`config.mk`:
```
export PLATFORM = sky130hd
export DESIGN_NAME = spi_reg_readback
export DESIGN_NICKNAME = d
export VERILOG_FILES = /design/src/rtl/spi_reg_readback.sv
export SDC_FILE = /design/constraint.sdc
export NUM_CORES = 1
export LEC_CHECK = 0
export BUFFER_PORTS_ARGS = -buffer_cell sky130_fd_sc_hd__buf_4
export CAP_MARGIN = 20
export CORE_MARGIN = 1
export CORE_UTILIZATION = 45
export CTS_CLUSTER_DIAMETER = 40
export DETAILED_ROUTE_END_ITERATION = 10
export PLACE_DENSITY = 0.64
export SLEW_MARGIN = 0
export SYNTH_ARGS = -nofsm -noshare
export SYNTH_HDL_FRONTEND = slang
export SYNTH_SLANG_ARGS = --single-unit
```
`constraint.sdc`:
```
create_clock -name clk -period 3.1 [get_ports clk]
set_clock_uncertainty 0.2 [all_clocks]
set_input_delay 0 -clock clk [delete_from_list [all_inputs] [get_ports clk]]
set_output_delay 0 -clock clk [all_outputs]
set_load 0.02 [all_outputs]
```
`src/rtl/spi_reg_readback.sv`:
```
// spi_reg_readback: SPI mode-0 read path for the PWM register bank.
// Decodes 16-bit host frames {rw, addr[6:0], data[7:0]} and, on reads
// (rw=0), shifts the addressed register back on cipo during the data byte.
// Optional: define SPI_RB_BURST_EN to auto-increment the address and keep
// streaming bytes while ncs stays low after the 16th sclk rise.
module spi_reg_readback #(
  parameter int SYNC_STAGES = 2,
  parameter int NUM_REGS    = 5
) (
  input  logic       clk,
  input  logic       rst,
  input  logic       sclk,
  input  logic       copi,
  input  logic       ncs,
  input  logic [7:0] en_reg_out_7_0,
  input  logic [7:0] en_reg_out_15_8,
  input  logic [7:0] en_reg_pwm_7_0,
  input  logic [7:0] en_reg_pwm_15_8,
  input  logic [7:0] pwm_duty_cycle,
  output logic       cipo,
  output logic       cipo_oe,
  output logic       rd_done,
  output logic [6:0] rd_addr,
  output logic       frame_err
);

  typedef enum logic [2:0] {IDLE, CMD, DATA, SKIP, WAIT} state_t;

  logic [SYNC_STAGES-1:0] sclk_s, copi_s, ncs_s;
  logic sclk_d, ncs_d;
  logic sclk_now, copi_now, ncs_now;
  logic sclk_rise, sclk_fall, ncs_rise, ncs_fall;

  state_t     state;
  logic [3:0] cnt;
  logic [6:0] cmd_sr;
  logic [7:0] shift_sr;
  logic       first;
  logic       is_read;
  logic [6:0] cur_addr;
  logic [6:0] snap_addr;
  logic [7:0] snap_val;
`ifdef SPI_RB_BURST_EN
  logic       byte_ok;
  logic [6:0] last_addr;
`endif

  // Pin synchronizers plus one history flop each for edge detection.
  always_ff @(posedge clk) begin
    if (rst) begin
      sclk_s <= '0;
      copi_s <= '0;
      ncs_s  <= '1;
      sclk_d <= 1'b0;
      ncs_d  <= 1'b1;
    end else begin
      sclk_s <= {sclk_s[SYNC_STAGES-2:0], sclk};
      copi_s <= {copi_s[SYNC_STAGES-2:0], copi};
      ncs_s  <= {ncs_s[SYNC_STAGES-2:0], ncs};
      sclk_d <= sclk_s[SYNC_STAGES-1];
      ncs_d  <= ncs_s[SYNC_STAGES-1];
    end
  end

  assign sclk_now  = sclk_s[SYNC_STAGES-1];
  assign copi_now  = copi_s[SYNC_STAGES-1];
  assign ncs_now   = ncs_s[SYNC_STAGES-1];
  assign sclk_rise = sclk_now & ~sclk_d;
  assign sclk_fall = ~sclk_now & sclk_d;
  assign ncs_rise  = ncs_now & ~ncs_d;
  assign ncs_fall  = ~ncs_now & ncs_d;

  // Address for the next snapshot: the decoded address at the end of the
  // command byte, otherwise the successor of the current address (burst).
  always_comb begin
    snap_addr = (state == CMD) ? {cmd_sr[5:0], copi_now} : cur_addr + 7'd1;
    case (snap_addr)
      7'd0:    snap_val = en_reg_out_7_0;
      7'd1:    snap_val = en_reg_out_15_8;
      7'd2:    snap_val = en_reg_pwm_7_0;
      7'd3:    snap_val = en_reg_pwm_15_8;
      7'd4:    snap_val = pwm_duty_cycle;
      default: snap_val = 8'h00;
    endcase
    if (int'(snap_addr) >= NUM_REGS) snap_val = 8'h00;
  end

  assign cipo = shift_sr[7];

  // Frame FSM; ncs rise has priority over a coincident sclk edge.
  always_ff @(posedge clk) begin
    if (rst) begin
      state     <= IDLE;
      cnt       <= '0;
      cmd_sr    <= '0;
      shift_sr  <= '0;
      first     <= 1'b0;
      is_read   <= 1'b0;
      cur_addr  <= '0;
      cipo_oe   <= 1'b0;
      rd_done   <= 1'b0;
      rd_addr   <= '0;
      frame_err <= 1'b0;
`ifdef SPI_RB_BURST_EN
      byte_ok   <= 1'b0;
      last_addr <= '0;
`endif
    end else begin
      rd_done   <= 1'b0;
      frame_err <= 1'b0;
      if (ncs_rise) begin
        case (state)
          WAIT: if (is_read) begin
            rd_done <= 1'b1;
            rd_addr <= cur_addr;
          end
          CMD, SKIP: frame_err <= 1'b1;
          DATA: begin
`ifdef SPI_RB_BURST_EN
            if (byte_ok) begin
              rd_done <= 1'b1;
              rd_addr <= last_addr;
            end else frame_err <= 1'b1;
`else
            frame_err <= 1'b1;
`endif
          end
          default: ;
        endcase
        state    <= IDLE;
        cipo_oe  <= 1'b0;
        shift_sr <= '0;
      end else if (ncs_fall) begin
        // Also restarts a frame if ncs glitched high-low without a clean end.
        state    <= CMD;
        cnt      <= '0;
        cipo_oe  <= 1'b0;
        shift_sr <= '0;
`ifdef SPI_RB_BURST_EN
        byte_ok  <= 1'b0;
`endif
      end else if (sclk_rise) begin
        case (state)
          CMD: begin
            cmd_sr <= {cmd_sr[5:0], copi_now};
            cnt    <= cnt + 4'd1;
            if (cnt == 4'd7) begin
              // cmd_sr[6] holds bit15 (R/W) after seven shifts.
              if (!cmd_sr[6]) begin
                is_read  <= 1'b1;
                cur_addr <= snap_addr;
                shift_sr <= snap_val;
                first    <= 1'b1;
                cipo_oe  <= 1'b1;
                state    <= DATA;
              end else begin
                is_read <= 1'b0;
                state   <= SKIP;
              end
            end
          end
          DATA: begin
            cnt <= cnt + 4'd1;
            if (cnt[2:0] == 3'd7) begin
`ifdef SPI_RB_BURST_EN
              byte_ok   <= 1'b1;
              last_addr <= cur_addr;
              cur_addr  <= snap_addr;
              shift_sr  <= snap_val;
              first     <= 1'b1;
`else
              state    <= WAIT;
              cipo_oe  <= 1'b0;
              shift_sr <= '0;
`endif
            end
          end
          SKIP: begin
            cnt <= cnt + 4'd1;
            if (cnt == 4'd15) state <= WAIT;
          end
          default: ;
        endcase
      end else if (sclk_fall && state == DATA) begin
        // The MSB is already on cipo after a load; the first fall keeps it.
        if (first) first <= 1'b0;
        else       shift_sr <= {shift_sr[6:0], 1'b0};
      end
    end
  end

endmodule

```
Word level (Yosys, flattened, before mapping)
Cells that the tools add are included.
{"block": "totals", "mem_count": 0, "out_inout_bits": 11, "reg_bits": 49, "ram_bits": 0, "input_bits": 45, "latchBits": 0, "rom_bits": 0, "wordCells": 111}
{"block": "op_classes", "muxes": 30, "order_cmp": 1, "eq_ne": 26, "multipliers": 0, "shift": 0, "div_mod_pow": 0, "add_sub_neg": 2, "reduce_logical": 23, "bitwise": 12}
{"cell": "$mux W8", "n": 7}
{"cell": "$pmux W8 S5", "n": 1}
{"cell": "$reduce_and A5 Y1", "n": 4}
{"cell": "$reduce_and A6 Y1", "n": 3}
{"cell": "$pmux W8 S2", "n": 1}
{"cell": "$eq A7 B2 Y1 const B", "n": 2}
{"cell": "$mux W1", "n": 12}
{"cell": "$mux W4", "n": 3}
{"cell": "$ne A3 B3 Y1 const B", "n": 4}
{"cell": "$mux W3", "n": 3}
{"cell": "$pmux W3 S3", "n": 1}
{"cell": "$reduce_or A3 Y1", "n": 3}
{"cell": "$ne A2 B1 Y1 const B", "n": 4}
{"cell": "$ne A2 B2 Y1 const B", "n": 4}
{"cell": "$not A1 Y1", "n": 8}
{"cell": "$reduce_bool A2 Y1", "n": 4}
{"cell": "$add A7 B1 Y7 const B", "n": 1}
{"cell": "$eq A7 B1 Y1 const B", "n": 1}
{"cell": "$eq A7 B3 Y1 const B", "n": 1}
{"cell": "$ge A7 B3 Y1 const B", "n": 1}
{"cell": "$logic_not A7 Y1", "n": 1}
{"cell": "$mux W7", "n": 1}
{"cell": "$eq A3 B2 Y1 const B", "n": 2}
{"cell": "$eq A3 B3 Y1 const B", "n": 2}
{"cell": "14 further kinds", "n": 20}

Logic depth before layout (Yosys ltp)
{"block": "depth", "depth_word": 9, "depth_mapped": 9, "ltp_nobuf": 8}

Worst setup path before layout
Ideal clock, no wire load.
{"block": "synth_path", "path_kind": "reg-to-reg", "startpoint": "reg state[1]", "endpoint": "reg shift_sr[6]", "period_less_slack_ps": 2352, "setup_ps": 124, "path_slack_ps": 748, "t_required_ps": 2776, "stages_incl_launch_ff": 9, "arrival_ps": 2029, "path_buffers": 2, "cell_sequence": "dfxtp_1 -> buf_6 -> nor3b_2 -> buf_6 -> mux2i_4 -> mux2_4 -> a221o_1 -> a32oi_1 -> a211oi_1"}
{"block": "synth_via", "elab_chain_cells": 9, "word_cells_on_any_way": 22, "cone_classes": "order compare (1); eq/ne (10); mux (7); reduce/logical (4)"}
{"element": "start, declared", "line": "34", "rtl": "state_t state;"}
{"element": "start signal, assigned", "line": "93", "rtl": "state <= IDLE;"}
{"element": "start signal, assigned", "line": "130", "rtl": "state <= IDLE;"}
{"element": "start signal, assigned", "line": "135", "rtl": "state <= CMD;"}
{"element": "parallel branches: the longest is 9 deep, another holds $ge A7 B3 Y1"}
{"element": "end signal, assigned", "line": "152", "rtl": "shift_sr <= snap_val;"}
{"element": "end signal, assigned", "line": "187", "rtl": "else shift_sr <= {shift_sr[6:0], 1'b0};"}
{"element": "end, declared", "line": "37", "rtl": "logic [7:0] shift_sr;"}
Several ways; the timed one is not identified. The select of a mux whose other input is x is not followed.
A chain may end at the register's enable or synchronous reset.

Worst setup path in the final report
{"block": "layout_path", "startpoint": "reg state[1]", "endpoint": "reg shift_sr[3]"}
The elaborated chain is that of the path after synthesis.

==> metrics.yaml <==
grt_overflow_total: 0
timing.critical_path.to_type: "flip-flop"
number_of_global_route_vias_before_repair: 2180
run_status: "complete, no violations"
yosysSeqAreaShare: 0.387
initial_standard_cell_utilization_of_the_core: 0.481
antenna-diode-count: 0
globalplace.congestion: 0.807
vdd_ir_drop_max_mv: 0.284
crit_arrival_ns: 2.96
min-delay-path-class: "primary input to flip-flop"
post_synth_inst_count: 271
power.leakage_nw: 1.48
timing.setup.tns_ns: 0
numPortBuffers: 55
crit_path_kind: "flip-flop to flip-flop"
syn-num-nets: 321
number_of_cts_inserted_buffers: 5
number_of_flip_flops_and_latches_in_the_synthesized_netlist: 49
dieArea_mm2: 0.00593
crit_family: "buffers and inverters"
ys_warn_count: 0
synth.avg_cell_area_um2: 9.34
synth.cells.most_frequent: "sky130_fd_sc_hd__dfxtp_1 (49), sky130_fd_sc_hd__nor2_1 (47), sky130_fd_sc_hd__mux2i_1 (38)"
synth_flop_cell: "sky130_fd_sc_hd__dfxtp_1"
r2r_setup_slack_ns: 0.18
finalHoldViolCount: 0
max_cap_viol_count: 0
critPathLaunchType: "flip-flop"
relative_area_change_from_synthesis_to_final_layout_pct: 28.6
finish.net_count: 387
synth_enable_flop_cells: 0
worst_setup_hold_path_clk_slew_ns: 0.10
utilization: 0.618
die_h_um: 77.0
globalRouteTotalUtil: 0.221
num-fill-cells: 474
totalWireLength_um: 6050
relative_slew_slack: 0.614
design.portCount: 56
detail_route.iter0.violations: 116
synthTopCellsByArea: "sky130_fd_sc_hd__dfxtp_1 (39%), sky130_fd_sc_hd__mux2i_1 (15%), sky130_fd_sc_hd__nor2_1 (7.0%)"
clk_latency_ns: 0.31
crit_buf_inv: 2
drive_above_1_share: 0.237
period_needed_ns: 2.92
yosys.area.top_type_share: 0.387
cellPowerDensity_mw_per_mm2: 384
vias: 2164
async_flop_share: 0
synth_most_common_cell: "sky130_fd_sc_hd__dfxtp_1"
cts_post_setup_buffers_inserted: 0
slowest_delay_ns: 0.61
die_w_um: 77.0
cts_tree: "done"
drt_pass1_iterations: 4
critPathSlowestCell: "sky130_fd_sc_hd__dlygate4sd3_1"
setup_viol_count_final: 0
clock-sinks: 49
antenna_found_initial: 0
drcViolationCount: 0
rows: 26
final_max_tran_viols: 0
design.core.area_mm2: 0.00527
cts_buffer_depth: 2
drt-vias-per-instance: 5.30
cp_cell_sequence: "nor3b_4 -> mux2i_4 -> buf_4 -> mux2i_1 -> a221oi_1 -> dlygate4sd3_1 -> o2bb2ai_1"
dp_hpwl_um: 4320
pin_count_of_the_biggest_net_entering_global_routing: 40
netlist_area_mm2: 0.00253
critical_path.max_fanout: 12
max_clock_freq_mhz: 342
grt_pass1_wl_um: 10400
ys_types: 50
rsz0062_at_grt: "no"
h-tree-depth: 2
tightest_slew_ns: 0.577
postRouteAntennaNets: 0
crit_required_ns: 3.14
post_drt_wl_per_cell_um: 14.8
synth_largest_area_cell: "sky130_fd_sc_hd__dfxtp_1"
min_period_over_period: 0.942
clock-root-buffer: "sky130_fd_sc_hd__clkbuf_8"
==> metrics by stage <==
step,instance area (µm²),power [W],setup WS (ns),cells,hold slack (ns)
floorplan,2530,0.000709,0.748,271,-0.0962
global placement,2970,0.000764,0.611,384,-0.0160
detailed placement,2970,0.000765,0.585,384,-0.00889
CTS,3250,0.00126,0.136,408,0.00117
global route,3260,0.00130,0.0221,408,0.0202
finish,3260,0.00125,0.179,408,0.000336
==> where the power goes <==
group / internal, W / switching (W)
combinational: 0.0000796 / 0.0000513
clock: 0.000246 / 0.000233
sequential: 0.000635 / 0.00000407
total: 0.000961 / 0.000289
==> cell type report <==
| cell class | instances | area, µm² | area share |
|---|---|---|---|
| multi-input combinational | 202 | 1450 | 0.446 |
| sequential | 49 | 981 | 0.301 |
| timing repair buffer | 75 | 603 | 0.185 |
| tap | 70 | 87.6 | 0.0269 |
| clock buffer | 5 | 68.8 | 0.0211 |
| clock inverter | 3 | 47.5 | 0.0146 |
| inverter | 4 | 15.0 | 0.00461 |
==> path summary, 6_finish.rpt <==
kind / from / end / cells past startpoint
max: state[1]$_SDFFE_PP0P_ / shift_sr[3]$_SDFFE_PP0P_ / 7
min: en_reg_pwm_15_8[1] / shift_sr[1]$_SDFFE_PP0P_ / 4
max reg2reg: state[1]$_SDFFE_PP0P_ / shift_sr[3]$_SDFFE_PP0P_ / 7
min reg2reg: ncs_s[0]$_SDFF_PP1_ / ncs_s[1]$_SDFF_PP1_ / 1
==> cell families (layout without fill, tap and decap cells) <==
| kind of cell | Yosys count | in the layout | synth area share |
|---|---|---|---|
| adders and majority gates | 5 | 5 | 0.0247 |
| and+or+nand+nor | 105 | 105 | 0.214 |
| xor gates and xnor gates | 6 | 6 | 0.0208 |
| muxes | 45 | 45 | 0.187 |
| AOI/OAI and AO/OA | 41 | 41 | 0.125 |
| DFF | 49 | 49 | 0.387 |
| buffers and inverters | 20 | 87 | 0.0415 |
==> cell usage in the layout (no fill, tap or decap), types with 4 or more instances in the layout <==
cell type | netlist | routed
sky130_fd_sc_hd__buf_4 | 4 | 59
sky130_fd_sc_hd__dfxtp_1 | 49 | 49
sky130_fd_sc_hd__nor2_1 | 47 | 47
sky130_fd_sc_hd__mux2i_1 | 38 | 38
sky130_fd_sc_hd__dlygate4sd3_1 | 0 | 16
sky130_fd_sc_hd__nor2b_1 | 9 | 9
sky130_fd_sc_hd__a21oi_1 | 8 | 8
sky130_fd_sc_hd__nand2_1 | 7 | 7
sky130_fd_sc_hd__and2_1 | 7 | 7
sky130_fd_sc_hd__a221oi_1 | 6 | 6
sky130_fd_sc_hd__o2bb2ai_1 | 6 | 6
sky130_fd_sc_hd__nand4_1 | 5 | 5
sky130_fd_sc_hd__mux2_2 | 5 | 5
sky130_fd_sc_hd__ha_1 | 5 | 5
sky130_fd_sc_hd__clkbuf_8 | 0 | 5
sky130_fd_sc_hd__inv_1 | 4 | 4
sky130_fd_sc_hd__nor3_1 | 4 | 4
sky130_fd_sc_hd__xor2_1 | 4 | 4
==> per-layer routing <==
layer / track usage / wire length [µm] / up-vias
met4: 0.0660 / 82 / 0
li1: - / - / 1101
met1: 0.284 / 2860 / 1011
met5: 0 / 0 / -
met3: 0.0393 / 153 / 10
met2: 0.375 / 2950 / 42
==> sequential cells by signal (all words and copies together), names as in the netlist <==
register	cells
rd_addr	7
ncs_s	2
cipo_oe	1
shift_sr	8
cur_addr	7
sclk_s	2
frame_err	1
is_read	1
sclk_d	1
cmd_sr	7
cnt	4
first	1
rd_done	1
copi_s	2
state	3
ncs_d	1
==> what timing repair did <==
action                                  in CTS  in global routing
hold buffers                                16                  0
endpoints found under the setup margin       0                  4
gates resized for setup                      0                  1
endpoints found under the hold margin       42                  0
==> worst register-to-register path, stage by stage, from the launching register on <==
cell	delay, ns
sky130_fd_sc_hd__dfxtp_1	0.44
sky130_fd_sc_hd__nor3b_4	0.36
sky130_fd_sc_hd__mux2i_4	0.40
sky130_fd_sc_hd__buf_4	0.30
sky130_fd_sc_hd__mux2i_1	0.11
sky130_fd_sc_hd__a221oi_1	0.33
sky130_fd_sc_hd__dlygate4sd3_1	0.61
sky130_fd_sc_hd__o2bb2ai_1	0.10
(Power assumes the default switching activity.)
